===== src/rtl/ob.sv =====
// rtl/ob.sv - switch output port: arbiter, crossbar slice, output FIFO, link driver.
// Define OB_RR_EN for round-robin arbitration; fixed lowest-index priority otherwise.
module ob #(
    parameter int NPORT = 4,
    parameter int PKTW  = 17,
    parameter int DEPTH = 4
) (
    input  logic                      clk,
    input  logic                      rst,
    input  logic [NPORT*(PKTW+1)-1:0] pkti,
    input  logic [NPORT-1:0]          req,
    output logic [NPORT-1:0]          ack,
    output logic [PKTW:0]             pkto,
    input  logic                      full
);
    localparam int W  = PKTW + 1;
    localparam int GW = $clog2(NPORT);
    localparam int AW = $clog2(DEPTH);
    localparam int CW = AW + 1;

    typedef enum logic {IDLE, GRANT} state_t;

    state_t          state_q, state_d;
    logic [GW-1:0]   gnt_q, gnt_d, win;
    logic [W-1:0]    mem_q [DEPTH];
    logic [AW-1:0]   wp_q, wp_d, rp_q, rp_d;
    logic [CW-1:0]   cnt_q, cnt_d;
    logic [W-1:0]    pkto_q, pkto_d, cur;
    logic            grant_on, push, pop, tail;
`ifdef OB_RR_EN
    logic [GW-1:0]   rr_q, rr_d;
`endif

    // ack depends only on registered state so it never combinationally follows req/pkti/full
    assign cur      = pkti[gnt_q*W +: W];
    assign grant_on = (state_q == GRANT) && (cnt_q < CW'(DEPTH));
    assign push     = grant_on && (cur[PKTW:PKTW-1] != 2'b00);
    assign tail     = grant_on && (cur[PKTW:PKTW-1] == 2'b11);
    assign pop      = !full && (cnt_q != '0);
    assign pkto     = pkto_q;

    always_comb begin
        ack = '0;
        if (grant_on) ack[gnt_q] = 1'b1;
    end

`ifdef OB_RR_EN
    // scan downward so the last hit is the first requester at or after rr
    always_comb begin
        win = '0;
        for (int k = NPORT - 1; k >= 0; k--) begin
            if (req[(int'(rr_q) + k) % NPORT]) win = GW'((int'(rr_q) + k) % NPORT);
        end
    end
`else
    always_comb begin
        win = '0;
        for (int k = NPORT - 1; k >= 0; k--) begin
            if (req[k]) win = GW'(k);
        end
    end
`endif

    always_comb begin
        state_d = state_q;
        gnt_d   = gnt_q;
`ifdef OB_RR_EN
        rr_d    = rr_q;
`endif
        if (state_q == IDLE) begin
            if (|req) begin
                gnt_d   = win;
                state_d = GRANT;
            end
        end else if (tail) begin
            state_d = IDLE;
`ifdef OB_RR_EN
            rr_d    = (gnt_q == GW'(NPORT - 1)) ? '0 : gnt_q + 1'b1;
`endif
        end
    end

    always_comb begin
        wp_d   = push ? wp_q + 1'b1 : wp_q;
        rp_d   = pop  ? rp_q + 1'b1 : rp_q;
        pkto_d = pop  ? mem_q[rp_q] : '0;
        case ({push, pop})
            2'b10:   cnt_d = cnt_q + 1'b1;
            2'b01:   cnt_d = cnt_q - 1'b1;
            default: cnt_d = cnt_q;
        endcase
    end

    always_ff @(posedge clk) begin
        if (rst) begin
            state_q <= IDLE;
            gnt_q   <= '0;
            wp_q    <= '0;
            rp_q    <= '0;
            cnt_q   <= '0;
            pkto_q  <= '0;
        end else begin
            state_q <= state_d;
            gnt_q   <= gnt_d;
            wp_q    <= wp_d;
            rp_q    <= rp_d;
            cnt_q   <= cnt_d;
            pkto_q  <= pkto_d;
        end
    end

`ifdef OB_RR_EN
    always_ff @(posedge clk) begin
        if (rst) rr_q <= '0;
        else     rr_q <= rr_d;
    end
`endif

    // storage needs no reset: pointers and count define what is valid
    always_ff @(posedge clk) begin
        if (push) mem_q[wp_q] <= cur;
    end
endmodule


===== config.mk =====
export PLATFORM = sky130hd
export DESIGN_NAME = ob
export DESIGN_NICKNAME = d
export VERILOG_FILES = /design/src/rtl/ob.sv
export SDC_FILE = /design/constraint.sdc
export NUM_CORES = 1
export LEC_CHECK = 0
export CORE_ASPECT_RATIO = 1.1
export CORE_MARGIN = 2
export CORE_UTILIZATION = 53
export DETAILED_ROUTE_END_ITERATION = 6
export PLACE_DENSITY = 0.85
export SYNTH_ARGS = -nofsm -noshare
export SYNTH_HDL_FRONTEND = slang
export SYNTH_SLANG_ARGS = --single-unit

===== constraint.sdc =====
create_clock -name clk -period 7.3 [get_ports clk]
set_clock_uncertainty 0.15 [all_clocks]
set_input_delay 1.46 -clock clk [delete_from_list [all_inputs] [get_ports clk]]
set_output_delay 1.46 -clock clk [all_outputs]
set_load 0.03 [all_outputs]

==> results by group <==
Run status
  • Status: completed

Clocking
  • Clk pin slew, worst setup/hold paths: 0.09 ns
  • Clock sink count: 100
  • CTS tree: done
  • CTS hold repair buffers: 0
  • CTS max path bufs: 2
  • Root buffer cell: clkbuf_8
  • H-tree depth: 3
  • Clock latency on the worst-skew pair: between 0.3 and 0.4 ns
  • CTS-repair resized insts: 0
  • CTS buffer count: 9
  • Post-CTS setup buffer count: 0

Synthesis
  • Gate Count Post-Synth: 223
  • Mapped Nets: 308
  • Yosys warning count: 0
  • #FFs+latches synth: 100
  • Post-Syn Area: 4100 sq um
  • Avg Cell Area, Syn: 18.4 sq um
  • Netlist cell types: 33
  • Ys async rst share: 0
  • Main synth FF type: edfxtp_1
  • Number of synthesized flops with an enable pin: 72
  • Seq/Total Area, Yosys: 0.664

STA
  • Unrepaired setup endpoints after global routing: no
  • Minimum clock period: 4.01 ns
  • Final setup violating endpoints: 0
  • Final worst path period share: 0.549
  • Fin Setup TNS: 0 ns
  • Fin. max-slew vios: 0
  • Least-Margin Pin Slew: 1.13 ns
  • Slew margin rel.: 0.246
  • Final Hold Vio Count: 0
  • Fmax: 249 MHz

Global routing
  • Total Routing Usage GR: 0.205
  • First-pass GRT wire length: 12.4 mm
  • Initial antenna violation count: 0
  • Vias in the first global route: 2477
  • Largest net degree at the start of global routing: 24
  • Overflow after GRT: 0

Final layout
  • Post-layout util: 0.720
  • Nets@finish: around 400
  • Layout cells sized above 1: 0.176
  • Area delta synth->final: 31.2%
  • Ant diodes: 0

Drt
  • Drt drc: 0
  • 1st-iter DRT viols: 148
  • Routed WL per cell: 18.4 um
  • ANT nets after route: 0
  • Routed vias/inst: 5.47
  • Detailed Routing Iterations Pass 1: 4
  • Final WL: 7.97 mm
  • Vias: roughly 2400

Critical path
  • Worst R2R Path Depth: 8
  • Crit path kind: flip-flop to primary output
  • Crit path DAT: 2.40 ns
  • Worst Path Max Fanout: 23
  • Startpoint types: flip-flop
  • Critical Path Sink Type: primary output
  • R2r setup slk: 4.05 ns
  • Critical path data required time: 5.69 ns

Floorplan
  • Die area: 8460 sq um
  • Die width: ~90 um
  • # IOs: 101
  • Cell Rows: 33
  • Die Height: between 90 and 100 um
  • Starting density of the core: 0.549
  • Core area: 7470 sq um

Hold path
  • Hold path depth: 2
  • Worst hold-check path type: flip-flop to flip-flop

Power and ir drop
  • Combinational Power Share: 0.255
  • Pwr dens: 266 nW/um^2
  • Worst vdd ir: approximately 0.23 mV
  • Leakage: 1.79 nW
  • Psw: roughly 0.39 mW
  • Seq pwr share: 0.509
  • Switching part of the total power: 0.272
  • Clock share of power: 0.236
  • Int Pwr: 1.04 mW

Job
  • Number of max-cap violations: 0

Placement
  • Final HPWL DP: 5.58 mm
  • RD Place Congestion: 0.717
  • Port bufs: 100
## cells in the final DEF (no fill, tap or decap), types with 2 or more instances in the layout
| cell | n |
|---|---|
| mux4_2 | 36 |
| and2_1 | 4 |
| dfxtp_1 | 28 |
| ha_1 | 5 |
| and2b_1 | 4 |
| buf_4 | 2 |
| edfxtp_1 | 72 |
| nor2_1 | 10 |
| o21ai_0 | 2 |
| a21oi_1 | 5 |
| clkdlybuf4s50_1 | 100 |
| or3_1 | 3 |
| inv_1 | 7 |
| o31ai_1 | 2 |
| clkbuf_8 | 9 |
| clkinv_2 | 3 |
| nor4_1 | 2 |
| nor2b_1 | 15 |
## registers in the layout, summed over array words and instances (netlist names)
signal,count
rp_q,2
cnt_q,3
gnt_q,2
wp_q,2
pkto,18
state_q,1
mem_q,72
## cell usage after synthesis, types with 4 or more instances
cell	instances	area, sq um
a21oi_1	5	25.0
and2_1	4	25.0
and2b_1	4	30.0
buf_2	4	20.0
clkbuf_1	7	26.3
dfxtp_1	28	561
edfxtp_1	72	2160
ha_1	5	62.6
inv_1	7	26.3
mux4_2	36	811
nor2_1	10	37.5
nor2b_1	15	93.8
## critical path: stages (launching register included)
cell             delay, ns
dfxtp_1               1.08
and3_1                0.29
clkdlybuf4s50_1       0.67
## metrics by stage
step	setup slack, ns	hold WS, ns	cells	cell area (sq um)	power [mW]
after floorplan	3.95	0.345	223	4100	0.978
after global placement	3.44	0.371	418	5190	1.09
after detailed placement	3.38	0.392	418	5190	1.11
after CTS	3.27	0.403	434	5380	1.44
after global routing	3.21	0.440	434	5380	1.49
final	3.29	0.395	434	5380	1.43
## cell families (layout without fill, tap and decap cells)
family / count (synthesis) / in the layout / synth area share
mux: 38 / 38 / 0.204
compound gates: 13 / 13 / 0.0229
fa+ha+maj: 6 / 6 / 0.0201
simple gates: 45 / 45 / 0.0647
flops: 100 / 100 / 0.664
xor+xnor: 2 / 2 / 0.00427
buf+inv: 19 / 125 / 0.0204
## cell type report
cell class / count / area, sq um
clock inverters: 7 / 66.3
well taps: 105 / 131
clock buffers: 9 / 124
inverters: 7 / 26.3
flip-flops and latches: 100 / 2720
multi-input cells: 104 / 1290
fillers: 485 / 2090
repair buffers: 102 / 1020
## power by group through the flow
stage | combinational [mW] | clock [mW] | sequential, mW
after CTS | 0.370 | 0.344 | 0.731
after detailed placement | 0.369 | 0 | 0.745
after global routing | 0.395 | 0.361 | 0.738
after floorplan | 0.229 | 0 | 0.750
after global placement | 0.354 | 0 | 0.739
final | 0.366 | 0.338 | 0.730
## metal layers
layer | vias to the layer above | GRT usage | part of all wire
met5 | - | 0 | 0
met4 | 0 | 0.0936 | 0.020
met3 | 14 | 0.0395 | 0.045
met2 | 84 | 0.357 | 0.54
met1 | 1199 | 0.247 | 0.40
li1 | 1079 | - | -
## final timing paths
kind,startpoint,endpoint
setup reg to reg,gnt_q[1],cnt_q[2]
hold reg to reg,cnt_q[2],cnt_q[2]
setup / recovery,gnt_q[1],ack[3]
hold / removal,cnt_q[2],cnt_q[2]
No activity file was read; power rests on OpenSTA's default activity.
